--- src/rtl/irq_flag_responder_if.sv ---
// MMIO bus between the core and the IF register responder.
// The core drives address, strobes and write data; the responder returns read data and its drive enable.
interface irq_flag_responder_if;
    logic [15:0] A;
    logic [7:0]  D_IN;
    logic [7:0]  D_OUT;
    logic        D_OE;
    logic        RD;
    logic        WR;
    logic        MMIO_REQ;

    modport master (output A, D_IN, RD, WR, MMIO_REQ, input D_OUT, D_OE);
    modport slave  (input A, D_IN, RD, WR, MMIO_REQ, output D_OUT, D_OE);
endinterface

--- src/rtl/irq_flag_responder.sv ---
// IF register (0xFF0F): latches peripheral request edges and presents them to the core on CPU_IRQ_TRIG.
// Flags update one CLK edge after the event; reads are combinational; there is no backpressure and every strobe completes.
module irq_flag_responder #(
    parameter int          NSRC      = 5,
    parameter logic [15:0] IF_ADDR   = 16'hFF0F,
    parameter logic        UNUSED_RD = 1'b1
) (
    input  logic             CLK,
    input  logic             nRESET,
    input  logic [NSRC-1:0]  SRC_REQ,
    input  logic [7:0]       CPU_IRQ_ACK,
    output logic [7:0]       CPU_IRQ_TRIG,
    irq_flag_responder_if.slave bus
);
    logic [NSRC-1:0] if_q;
    logic [NSRC-1:0] src_q;
    logic            wr_q;

    logic            hit;
    logic            wstb;
    logic [NSRC-1:0] set_edge;
    logic [NSRC-1:0] if_d;
    logic [7:0]      rd_val;

    // Only the low NSRC bits of ACK and write data are meaningful.
    logic unused;
    assign unused = &{1'b0, CPU_IRQ_ACK, bus.D_IN};

    assign hit      = bus.MMIO_REQ & (bus.A == IF_ADDR);
    assign wstb     = bus.WR & hit & ~wr_q;
    assign set_edge = SRC_REQ & ~src_q;

    // A fresh source edge outranks both a write of 0 and an ACK.
    always_comb begin
        if_d = wstb ? bus.D_IN[NSRC-1:0] : if_q;
        if_d = if_d & ~CPU_IRQ_ACK[NSRC-1:0];
        if_d = if_d | set_edge;
    end

    always_ff @(posedge CLK or negedge nRESET) begin
        if (!nRESET) begin
            if_q  <= '0;
            src_q <= '0;
            wr_q  <= 1'b0;
        end else begin
            if_q  <= if_d;
            src_q <= SRC_REQ;
            wr_q  <= bus.WR & hit;
        end
    end

    always_comb begin
        CPU_IRQ_TRIG             = 8'h00;
        CPU_IRQ_TRIG[NSRC-1:0]   = if_q;
        rd_val                   = {8{UNUSED_RD}};
        rd_val[NSRC-1:0]         = if_q;
    end

    // Drive enable is gated by reset so the bus stays quiet while held.
    assign bus.D_OE  = bus.RD & hit & ~bus.WR & nRESET;
    assign bus.D_OUT = bus.D_OE ? rd_val : 8'hFF;
endmodule

--- src/flat_wrapper.sv ---
// flat-port wrapper written by rule: the top's interface ports become plain ports
module irq_flag_responder_flat 
#(
    parameter int          NSRC      = 5,
    parameter logic [15:0] IF_ADDR   = 16'hFF0F,
    parameter logic        UNUSED_RD = 1'b1
)
  (CLK, nRESET, SRC_REQ, CPU_IRQ_ACK, CPU_IRQ_TRIG, bus_A, bus_D_IN, bus_RD, bus_WR, bus_MMIO_REQ, bus_D_OUT, bus_D_OE);
  irq_flag_responder_if bus_i ();
  input  logic CLK;
  input  logic nRESET;
  input  logic [NSRC-1:0] SRC_REQ;
  input  logic [7:0] CPU_IRQ_ACK;
  output logic [7:0] CPU_IRQ_TRIG;
  input wire logic [$bits(bus_i.A)-1:0] bus_A;
  input wire logic [$bits(bus_i.D_IN)-1:0] bus_D_IN;
  input wire logic [$bits(bus_i.RD)-1:0] bus_RD;
  input wire logic [$bits(bus_i.WR)-1:0] bus_WR;
  input wire logic [$bits(bus_i.MMIO_REQ)-1:0] bus_MMIO_REQ;
  output wire logic [$bits(bus_i.D_OUT)-1:0] bus_D_OUT;
  output wire logic [$bits(bus_i.D_OE)-1:0] bus_D_OE;
  assign bus_i.A = bus_A;
  assign bus_i.D_IN = bus_D_IN;
  assign bus_i.RD = bus_RD;
  assign bus_i.WR = bus_WR;
  assign bus_i.MMIO_REQ = bus_MMIO_REQ;
  assign bus_D_OUT = bus_i.D_OUT;
  assign bus_D_OE = bus_i.D_OE;
  irq_flag_responder #(.NSRC(NSRC), .IF_ADDR(IF_ADDR), .UNUSED_RD(UNUSED_RD)) u_core (.CLK(CLK), .nRESET(nRESET), .SRC_REQ(SRC_REQ), .CPU_IRQ_ACK(CPU_IRQ_ACK), .CPU_IRQ_TRIG(CPU_IRQ_TRIG), .bus(bus_i));
endmodule
--- config.mk ---
export PLATFORM = sky130hd
export DESIGN_NAME = irq_flag_responder_flat
export DESIGN_NICKNAME = d
export VERILOG_FILES = /design/src/rtl/irq_flag_responder_if.sv /design/src/rtl/irq_flag_responder.sv /design/src/flat_wrapper.sv
export SDC_FILE = /design/constraint.sdc
export NUM_CORES = 1
export LEC_CHECK = 0
export ABC_AREA = 1
export CORE_UTILIZATION = 28
export DETAILED_ROUTE_END_ITERATION = 10
export PLACE_DENSITY = 0.87
export SLEW_MARGIN = 40
export SYNTH_ARGS = -nofsm -noshare
export SYNTH_HDL_FRONTEND = slang
export SYNTH_SLANG_ARGS = --single-unit
--- constraint.sdc ---
create_clock -name CLK -period 0.82 [get_ports CLK]
set_clock_uncertainty 0.05 [all_clocks]
set_input_delay 0.082 -clock CLK [delete_from_list [all_inputs] [get_ports CLK]]
set_output_delay 0.082 -clock CLK [all_outputs]
set_load 0.02 [all_outputs]
# After elaboration in Yosys (flattened, before gate mapping)

Cells that the tools add are included.

Register bits: 11

Eq/ne operators: 1
Mux-type cells: 2
Bitwise operators: 13

Operators by type and width:

| cell                 | number |
|---|---|
| $eq 16x16->1 const B | 1 |
| $and 5x5->5          | 2 |
| $mux 5               | 2 |
| $not 5->5            | 2 |
| $and 1x1->1          | 6 |
| $or 5x5->5           | 1 |
| $not 1->1            | 2 |

# Logic depth before layout (Yosys ltp)

Depth in word-level cells: 7
Mapped depth: 8

# Least setup slack after synthesis

No wires, ideal clock.

Path kind: input to output
From: in bus_A[11]
To: out bus_D_OUT[0]
Arrival time: 917 ps
Data required time: 688 ps
Path slack: -229 ps
Cell stages on the path: 7
Path buffers: 0
Path through: nand2_1 > nor2_2 > nand3_2 > nor2_4 > inv_2 > nor2_4 > nand2_1

Word-level cells in the longest chain between the ends: 6

Ends and longest elaborated chain:

| item                      | RTL line                 | source |
|---|---|---|
| start: declaration        | flat_wrapper.sv:15       | `input wire logic [$bits(bus_i.A)-1:0] bus_A;` |
| $eq 16x16->1              | irq_flag_responder.sv:29 | `assign hit = bus.MMIO_REQ & (bus.A == IF_ADDR);` |
| $and 1x1->1               | irq_flag_responder.sv:29 |  |
| $and 1x1->1 (3 in series) | irq_flag_responder.sv:60 | `assign bus.D_OE = bus.RD & hit & ~bus.WR & nRESET;` |
| net bus_D_OE              | flat_wrapper.sv:21       | `output wire logic [$bits(bus_i.D_OE)-1:0] bus_D_OE;` |
| $mux 5                    | irq_flag_responder.sv:61 | `assign bus.D_OUT = bus.D_OE ? rd_val : 8'hFF;` |
| end: declaration          | flat_wrapper.sv:20       | `output wire logic [$bits(bus_i.D_OUT)-1:0] bus_D_OUT;` |

The timed path passes the listed nets, and every way through them passes these cells.

# Final worst setup path

From: in bus_A[6]
To: out bus_D_OUT[1]

Word-level cells in the longest chain between the ends: 6

Ends and longest elaborated chain:

| item                      | RTL line |
|---|---|
| $eq 16x16->1              | irq_flag_responder.sv:29 |
| $and 1x1->1               | irq_flag_responder.sv:29 |
| $and 1x1->1 (3 in series) | irq_flag_responder.sv:60 |
| $mux 5                    | irq_flag_responder.sv:61 |

No other way between the ends.

==> metrics.cfg <==
[global_route]
globalRouteOverflowTotal = 0
top_usage_layer = met2
grt_pass1_vias = 724
antenna_found_initial = 0
gr-usage-met1_pct = 15.9
grt_max_degree = 12
grt_util_met2_pct = 32.5
grt_pass1_wl_um = 3030
grt.met3_usage_pct = 4.46
grt_use_total_pct = 15.8

[pwr]
vdd_drop_max_mv = 0.904
swShare_pct = 28.7
cellPowerDensity_nw_per_um2 = 1060
comb_power_share_pct = 32.4
clkPwrFrac_pct = 25.7
power.switching_w = 0.000406
seqPwrFrac_pct = 42.0
p_leak_nw = 0.698
power.internal_w = 0.00101

[place]
dp.cells = 171
hpwl_um = 1610
place_congestion = 0.767
port_buffers = 46

[cells_and_area]
fin_nets = 191
final_cells = 176
antenna_cells = 0
fillers = 189
drive_above_1_share_pct = 50.7
area_delta_synth_final_pct = 98.1

[floorplanning]
dieWidth_um = 51.0
pin_count = 59
die_h_um = 51.0
dieArea_um2 = 2600
core-area_um2 = 2230
rows = 17
initial_core_util_pct = 30.1

[synth]
yosysWarnings = 0
ys_ff_latch = 11
ys_seq_area_share_pct = 41.0
synth_area_um2 = 672
synth_area_leaders = dfrtp_1, nand2_1, inv_1
synth.largest_area_cell = dfrtp_1
ys_types = 13
syn_avg_cell_area_um2 = 7.38
yosys.area.top_type_share_pct = 41.0
synthCells = 91

[sta]
rsz0062_at_grt = true
setup_viol = 16
hold_ws_ns = 0.228
fin_ws_ns = -0.313
timing.final.crit_share_pct = 138
slew_violations = 0
min_period_ns = 1.13
fmax_mhz = 882
hold_viol_final = 0

[worst_setup_path]
critPathBufInv = 3
arrival_ns = 1.00
critPathCaptureType = output port
crit_required_ns = 0.69
crit_family = simple AND/OR/NAND/NOR gates
critPathSlowestCell = nor2_4
cpMostUsedCell = nor2_4
slowest_delay_ns = 0.20
crit_fanout = 6
crit_type = primary input to output port
cp-start-kind = primary input
crit_chain = buf_2 > nor2_4 > nand3b_4 > nor2_4 > inv_2 > nor2_4 > nand2_2 > buf_6

[clocking]
htreeDepth = 1
insertion_delay_ns = 0.27
max-clock-path-buffers = 2
cts_buffers = 3
clockRootBuffer = clkbuf_4
clkTransAtPathRegs_ns = 0.07
clkSinkCount = 11
cts_tree = yes

[detailed_routing]
routed_wl_um = 2150
vias = 761
drtPass1Iterations = 4
wl_per_cell_um = 12.2
drt_iter0_markers = 14
vias_per_cell = 4.32
drcViolationCount = 0
detail-route-antenna-nets = 0

[flow_run]
cap_violations = 0

[run_status]
violations = setup timing
outcome = finished, violations left

[hold_path]
hp-class = primary input to register

## placed cells by master, fill, tap and decap left out, drive strengths merged
cell type,instances
buf,36
clkbuf,3
clkdlybuf4s50,15
clkinv,1
conb,6
dfrtp,11
dlygate4sd2,3
dlygate4sd3,1
inv,24
nand2,26
nand3,8
nand3b,1
nand4,5
nor2,8
## worst paths after layout
path,endpoint,cells after the start,startpoint,slack [ns]
worst max register to register,u_core.if_q[1],5,u_core.wr_q,-0.13
worst min-delay path,u_core.src_q[0],1,SRC_REQ[0],0.23
worst min register to register,u_core.if_q[3],3,u_core.src_q[3],0.43
worst max-delay path,bus_D_OUT[1],8,bus_A[6],-0.31
min in group asynchronous,u_core.if_q[0],3,nRESET,0.39
max in group asynchronous,u_core.src_q[4],3,nRESET,0.19
## cell usage after synthesis
master	count
nor2_1	2
conb_1	2
nand4_1	5
inv_2	1
dfrtp_1	11
nand2_1	26
nor2_4	2
nand3b_4	1
buf_4	6
nand3_1	6
nand3_2	2
inv_1	23
nor2_2	4
## layout make-up
class                      instances  area [um2]  area share [%]
timing repair buffer              55         524            39.4
multi-input combinational         54         379            28.5
sequential                        11         275            20.7
inverter                          24        90.1            6.77
tap                               28        35.0            2.63
clock buffer                       3        22.5            1.69
clock inverter                     1        5.00           0.376
## flip-flops by register name (all words and copies together) (netlist names)
| register | cells |
|---|---|
| u_core.wr_q | 1 |
| u_core.if_q | 5 |
| u_core.src_q | 5 |
## per-stage QoR
stage / power (W) / area [um2] / utilization, % / worst slack [ns] / TNS, ns
floorplan: 0.000759 / 712 / - / -0.209 / -1.30
global placement: 0.00101 / 1220 / 54.7 / -1.06 / -11.46
detailed placement: 0.00102 / 1220 / 54.7 / -1.09 / -11.92
CTS: 0.00140 / 1270 / 57.0 / -0.307 / -2.83
global route: 0.00150 / 1330 / 59.6 / -0.359 / -3.70
finish: 0.00142 / 1330 / 59.6 / -0.313 / -2.97
## power groups by stage
stage                     sequential (W)  combinational, W  clock [W]
after floorplan                 0.000629          0.000130          0
after global placement          0.000599          0.000410          0
after detailed placement        0.000601          0.000422          0
after CTS                       0.000595          0.000431   0.000378
after global routing            0.000597          0.000492   0.000407
final                           0.000595          0.000458   0.000363
## cell families (layout without fill, tap and decap cells)
family / Yosys count / in the layout / share of synthesized area (%)
buf+inv: 30 / 83 / 20.1
simple gates: 48 / 48 / 37.8
flops: 11 / 11 / 41.0
other cells: 2 / 6 / 1.12
## metal layers
metal	share of wire, %	vias up
li1	-	374
met1	35	362
met2	60	25
met3	4.8	0
met4	0	0
met5	0	-
## what timing repair did
| action | 4_1_cts | 5_1_grt |
|---|---|---|
| gates resized for setup | 147 | 15 |
| endpoints found under the setup margin | 17 | 16 |
| hold buffers | 1 | 0 |
| endpoints found under the hold margin | 11 | 0 |
| pin swaps | 23 | 13 |
| setup buffers | 1 | 0 |
(Power assumes the default switching activity.)
